$ cat config.mk
export PLATFORM = sky130hd
export DESIGN_NAME = grad_mag_sq_pipeline
export DESIGN_NICKNAME = d
export VERILOG_FILES = /design/src/rtl/grad_mag_sq_pipeline_pkg.sv /design/src/rtl/grad_mag_sq_pipeline_sideband_delay.sv /design/src/rtl/grad_mag_sq_pipeline.sv
export SDC_FILE = /design/constraint.sdc
export NUM_CORES = 2
export LEC_CHECK = 0
export ABC_AREA = 1
export CELL_PAD_IN_SITES_DETAIL_PLACEMENT = 0
export CELL_PAD_IN_SITES_GLOBAL_PLACEMENT = 1
export CORE_ASPECT_RATIO = 0.5
export CORE_MARGIN = 1
export CORE_UTILIZATION = 48
export CTS_BUF_LIST = sky130_fd_sc_hd__clkbuf_16
export CTS_CLUSTER_SIZE = 30
export DETAILED_ROUTE_END_ITERATION = 7
export GPL_ROUTABILITY_DRIVEN = 0
export PLACE_DENSITY = 0.82
export SLEW_MARGIN = 40
export SYNTH_ARGS = -nofsm -noshare
export SYNTH_HDL_FRONTEND = slang
export SYNTH_SLANG_ARGS = --single-unit
export TNS_END_PERCENT = 10
$ cat constraint.sdc
create_clock -name clk -period 16.24 [get_ports clk]
set_input_delay 2.436 -clock clk [delete_from_list [all_inputs] [get_ports clk]]
set_output_delay 2.436 -clock clk [all_outputs]
set_load 0.02 [all_outputs]
$ cat src/rtl/grad_mag_sq_pipeline_pkg.sv
// Shared types for the gradient-magnitude radicand stage: pixel sideband
// bundle and the downstream square-root latency helper.
package grad_pkg;

  typedef struct packed {
    logic valid;
    logic sof;
    logic eol;
    logic eof;
  } sideband_t;

  localparam int SB_W = $bits(sideband_t);

  function automatic int sqrt_lat(input int rad_w);
    return rad_w / 2;
  endfunction

endpackage

$ cat src/rtl/grad_mag_sq_pipeline_sideband_delay.sv
// Fixed-depth shift register for the pixel sideband; clears on async reset.
// DEPTH=0 degenerates to a wire.
module sideband_delay #(
  parameter int DEPTH = 1,
  parameter int W     = 4
) (
  input  logic         clk_i,
  input  logic         rst_i,
  input  logic [W-1:0] d_i,
  output logic [W-1:0] q_o
);

  generate
    if (DEPTH == 0) begin : g_pass
      assign q_o = d_i;
    end else begin : g_shift
      logic [DEPTH*W-1:0] shift_q;

      // Oldest entry sits in the top W bits; the cast drops it as d_i enters.
      always_ff @(posedge clk_i or posedge rst_i) begin
        if (rst_i) begin
          shift_q <= '0;
        end else begin
          shift_q <= (DEPTH*W)'({shift_q, d_i});
        end
      end

      assign q_o = shift_q[DEPTH*W-1 -: W];
    end
  endgenerate

endmodule

$ cat src/rtl/grad_mag_sq_pipeline.sv
// Gx^2+Gy^2 radicand pipeline (3 clocks) feeding the sqrt, with sideband
// delayed to match the root, and per-frame maximum radicand tracking.
module grad_mag_sq_pipeline
  import grad_pkg::*;
#(
  parameter int GW       = 16,
  parameter int RAD_W    = 32,
  parameter int SQRT_LAT = sqrt_lat(RAD_W)
) (
  input  logic                 clk,
  input  logic                 rst,
  input  logic                 in_valid,
  input  logic                 in_sof,
  input  logic                 in_eol,
  input  logic                 in_eof,
  input  logic signed [GW-1:0] in_gx,
  input  logic signed [GW-1:0] in_gy,
  output logic [RAD_W-1:0]     rad,
  output logic                 rad_valid,
  output logic                 rad_sof,
  output logic                 rad_eol,
  output logic                 rad_eof,
  output logic                 mag_valid,
  output logic                 mag_sof,
  output logic                 mag_eol,
  output logic                 mag_eof,
  output logic [RAD_W-1:0]     frame_max,
  output logic                 frame_max_valid
);

  localparam int PW = 2 * GW;

  sideband_t sb_in, sb1_q, sb2_q, sb3_q, mag_sb;

  logic signed [GW-1:0] gx_q, gy_q;
  logic signed [PW-1:0] sqx_s, sqy_s;
  logic [PW-1:0]        sqx_q, sqy_q, sum;
  logic [RAD_W-1:0]     rad_q, cand;
  logic [RAD_W-1:0]     run_max_q, run_max_d;
  logic [RAD_W-1:0]     frame_max_q, frame_max_d;
  logic                 fmv_q, fmv_d;

  always_comb begin
    sb_in       = '0;
    sb_in.valid = in_valid;
    sb_in.sof   = in_sof & in_valid;
    sb_in.eol   = in_eol & in_valid;
    sb_in.eof   = in_eof & in_valid;
  end

  // Widen before multiplying so (-2^(GW-1))^2 is representable.
  assign sqx_s = PW'(gx_q) * PW'(gx_q);
  assign sqy_s = PW'(gy_q) * PW'(gy_q);
  // Max sum is 2^(PW-1), so PW bits cannot overflow.
  assign sum   = sqx_q + sqy_q;

  always_ff @(posedge clk or posedge rst) begin
    if (rst) begin
      sb1_q       <= '0;
      sb2_q       <= '0;
      sb3_q       <= '0;
      gx_q        <= '0;
      gy_q        <= '0;
      sqx_q       <= '0;
      sqy_q       <= '0;
      rad_q       <= '0;
      run_max_q   <= '0;
      frame_max_q <= '0;
      fmv_q       <= 1'b0;
    end else begin
      sb1_q <= sb_in;
      sb2_q <= sb1_q;
      sb3_q <= sb2_q;
      if (in_valid) begin
        gx_q <= in_gx;
        gy_q <= in_gy;
      end
      if (sb1_q.valid) begin
        sqx_q <= $unsigned(sqx_s);
        sqy_q <= $unsigned(sqy_s);
      end
      if (sb2_q.valid) begin
        rad_q <= RAD_W'(sum);
      end
      run_max_q   <= run_max_d;
      frame_max_q <= frame_max_d;
      fmv_q       <= fmv_d;
    end
  end

  always_comb begin
    cand        = sb3_q.sof ? rad_q : ((rad_q > run_max_q) ? rad_q : run_max_q);
    run_max_d   = run_max_q;
    frame_max_d = frame_max_q;
    fmv_d       = 1'b0;
    if (sb3_q.valid) begin
      run_max_d = cand;
      if (sb3_q.eof) begin
        frame_max_d = cand;
        fmv_d       = 1'b1;
      end
    end
  end

  sideband_delay #(
    .DEPTH (SQRT_LAT),
    .W     (SB_W)
  ) u_mag_delay (
    .clk_i (clk),
    .rst_i (rst),
    .d_i   (sb3_q),
    .q_o   (mag_sb)
  );

  assign rad             = rad_q;
  assign rad_valid       = sb3_q.valid;
  assign rad_sof         = sb3_q.sof;
  assign rad_eol         = sb3_q.eol;
  assign rad_eof         = sb3_q.eof;
  assign mag_valid       = mag_sb.valid;
  assign mag_sof         = mag_sb.sof;
  assign mag_eol         = mag_sb.eol;
  assign mag_eof         = mag_sb.eof;
  assign frame_max       = frame_max_q;
  assign frame_max_valid = fmv_q;

endmodule

==> impl_metrics.tcl <==
set metrics [dict create \
    finalHoldViolCount 0 \
    syn_area_sq_mm 0.0312 \
    startpoint_type "flip-flop" \
    placed_area_sq_mm 0.0330 \
    crit_type "reg -> reg" \
    drt-wirelength-per-cell_um 16.8 \
    clkTransAtPathRegs_ps 70 \
    antenna_found_initial 5 \
    netlist_instances 3744 \
    hp-class "reg -> reg" \
    area_delta_synth_final_pct 8.83 \
    fin_setup_tns_ps 0 \
    grt_max_degree 111 \
    synthFlopType "dfrtp_1" \
    grt_remaining_overflow 0 \
    syn_nets 4493 \
    tightest_slew_ps 841 \
    rows 65 \
    postRouteWirelength_um 78400 \
    drv_cap 0 \
    avgSynthCellArea_sq_um 8.34 \
    crit_fanout 22 \
    ys_seq_area_share_pct 21.4 \
    worst_hold_slack_ps 349 \
    initial_core_util_pct 49.0 \
    finalCritPeriodShare_pct 39.8 \
    crit_start "gx_q[15]$_DFFE_PP0P_" \
    grt_pass1_wl_um 131000 \
    cts_resized 0 \
    ff2ff_path_depth 20 \
    dieWidth_um 363 \
    cts_sinks 267 \
    ys.warnings.count 0 \
    cts-root-buf "clkbuf_16" \
    async_flop_share_pct 100 \
    finish.instance_area_sq_mm 0.0340 \
    clock_latency_ps 630 \
    dr.pass1.iters 5 \
    io_pins 111 \
    layout-drive-gt1-share_pct 3.39 \
    clock-skew-final_ps 37.2 \
    slew_headroom_pct 43.9 \
    grt_setup_unrepaired "false" \
    drv_slew 0 \
    design.die.area_sq_mm 0.0662 \
    crit_arrival_ps 6970 \
    hold_buffers 0 \
    worstReg2RegStart "gx_q[15]$_DFFE_PP0P_" \
    cts_setup_buffers 0 \
    drt_iter0_drc 1843 \
    final_common_cell "inv_1" \
    finalNetCount 4533 \
    viasPerCell 5.07 \
    ant_nets 0 \
    hold_path_end "u_mag_delay.g_shift.shift_q[55]$_DFF_PP0_" \
    final_cell_mix "inv_1, nand2_1, fa_1" \
    coreArea_sq_mm 0.0637 \
    drc 0 \
    cp.required_ps 16750 \
    portBuffers 110 \
    rrSetupSlack_ps 9770 \
    holdCritStartpoint "u_mag_delay.g_shift.shift_q[51]$_DFF_PP0_" \
    fmax_mhz 155 \
    clockBufferDepth 3 \
    synth_edf_count 0 \
    die_h_um 182 \
    grt_usage_pct 24.9 \
    fin_crit_ps 6470 \
    h-tree-depth 1 \
    ys_seq_elements 267 \
    whs_path_depth 0 \
    routed-via-count 23700 \
    grt_pass1_vias 24800 \
    rr_endpoint "sqx_q[31]$_DFFE_PP0P_" \
    status "completed" \
    setup_viol 0 \
    cts_tree "done" \
    synth_cell_type_count 44 \
    cts_buffers 28 \
    dp_hpwl_um 63700 \
    crit_path_end_kind "flip-flop" \
]
stage by stage:
step	cells	utilization (%)	setup WS, ps
CTS	4677	53.4	9740
finish	4678	53.4	9770
floorplan	3744	-	6450
global placement	4625	51.9	9780
global route	4677	53.4	9370
detailed placement	4625	51.9	9760
kinds of logic (layout without fill, tap and decap cells):
kind of cell	count (synthesis)	count (layout)	share of synthesized area [%]
and+or+nand+nor	1338	1338	18.6
buffers and inverters	1049	1111	12.8
adders and majority gates	711	711	39.8
AOI/OAI and AO/OA	325	325	5.76
DFF	267	267	21.4
xor gates and xnor gates	48	48	1.35
muxes	6	6	0.216
other	0	1	0
how the worst max path moves through the flow:
stage,end
4_1_cts,sqy_q[23]$_DFFE_PP0P_
2_1_floorplan,frame_max[0]$_DFFE_PP0P_
6_report,sqx_q[31]$_DFFE_PP0P_
3_5_place_dp,sqy_q[23]$_DFFE_PP0P_
5_1_grt,sqx_q[31]$_DFFE_PP0P_
3_3_place_gp,sqy_q[23]$_DFFE_PP0P_
registers in the layout (all words and copies together) (netlist names):
signal and cells:
rad 32, sqy_q 31, rad_eof 1, sb2_q 4, frame_max_valid 1, frame_max 32, run_max_q 32, gy_q 16
sb1_q 4, rad_sof 1, sqx_q 31, u_mag_delay.g_shift.shift_q 64, gx_q 16, rad_eol 1, rad_valid 1
final cells by class:
cell class                 instances  area [sq um]
tap                              871          1090
antenna                            1          2.50
multi-input combinational       2428         20500
clock buffer                      28           701
fill                            6060         29700
inverter                         936          3530
timing repair buffer             123          1200
sequential                       267          6680
clock inverter                    24           244
critical path, cell delays in order, from the launching register on:
cell,delay (ps)
dfrtp_1,810
nand2_1,240
inv_1,150
fa_1,580
fa_1,880
inv_1,170
fa_1,520
inv_1,60
fa_1,550
fa_1,430
fa_1,440
ha_1,420
nand2_1,110
nor3_1,240
nand2_1,120
nor3_1,150
nand2_1,90
nand3_1,140
nand3_1,90
nand3_1,80
nand2_1,60
cell usage after synthesis (27+ instances only):
master	number	area share (%)
a21oi_1	116	1.9
a31oi_1	27	0.54
clkbuf_1	94	1.1
dfrtp_1	267	21
fa_1	472	30
ha_1	239	9.6
inv_1	933	11
nand2_1	782	9.4
nand2_4	31	1.1
nand3_1	218	3.5
nand4_1	52	1.0
nor2_1	195	2.3
o21ai_0	126	2.0
xor2_1	28	0.79
layer usage:
layer  track usage (%)  wire length (um)
met1              37.9             38600
met2              38.4             33600
met3              3.32              5000
met4              3.90              1230
met5                 0                13
Power is not shown: default switching activity piles up to over one toggle a cycle in this logic, so the estimate is an artifact.
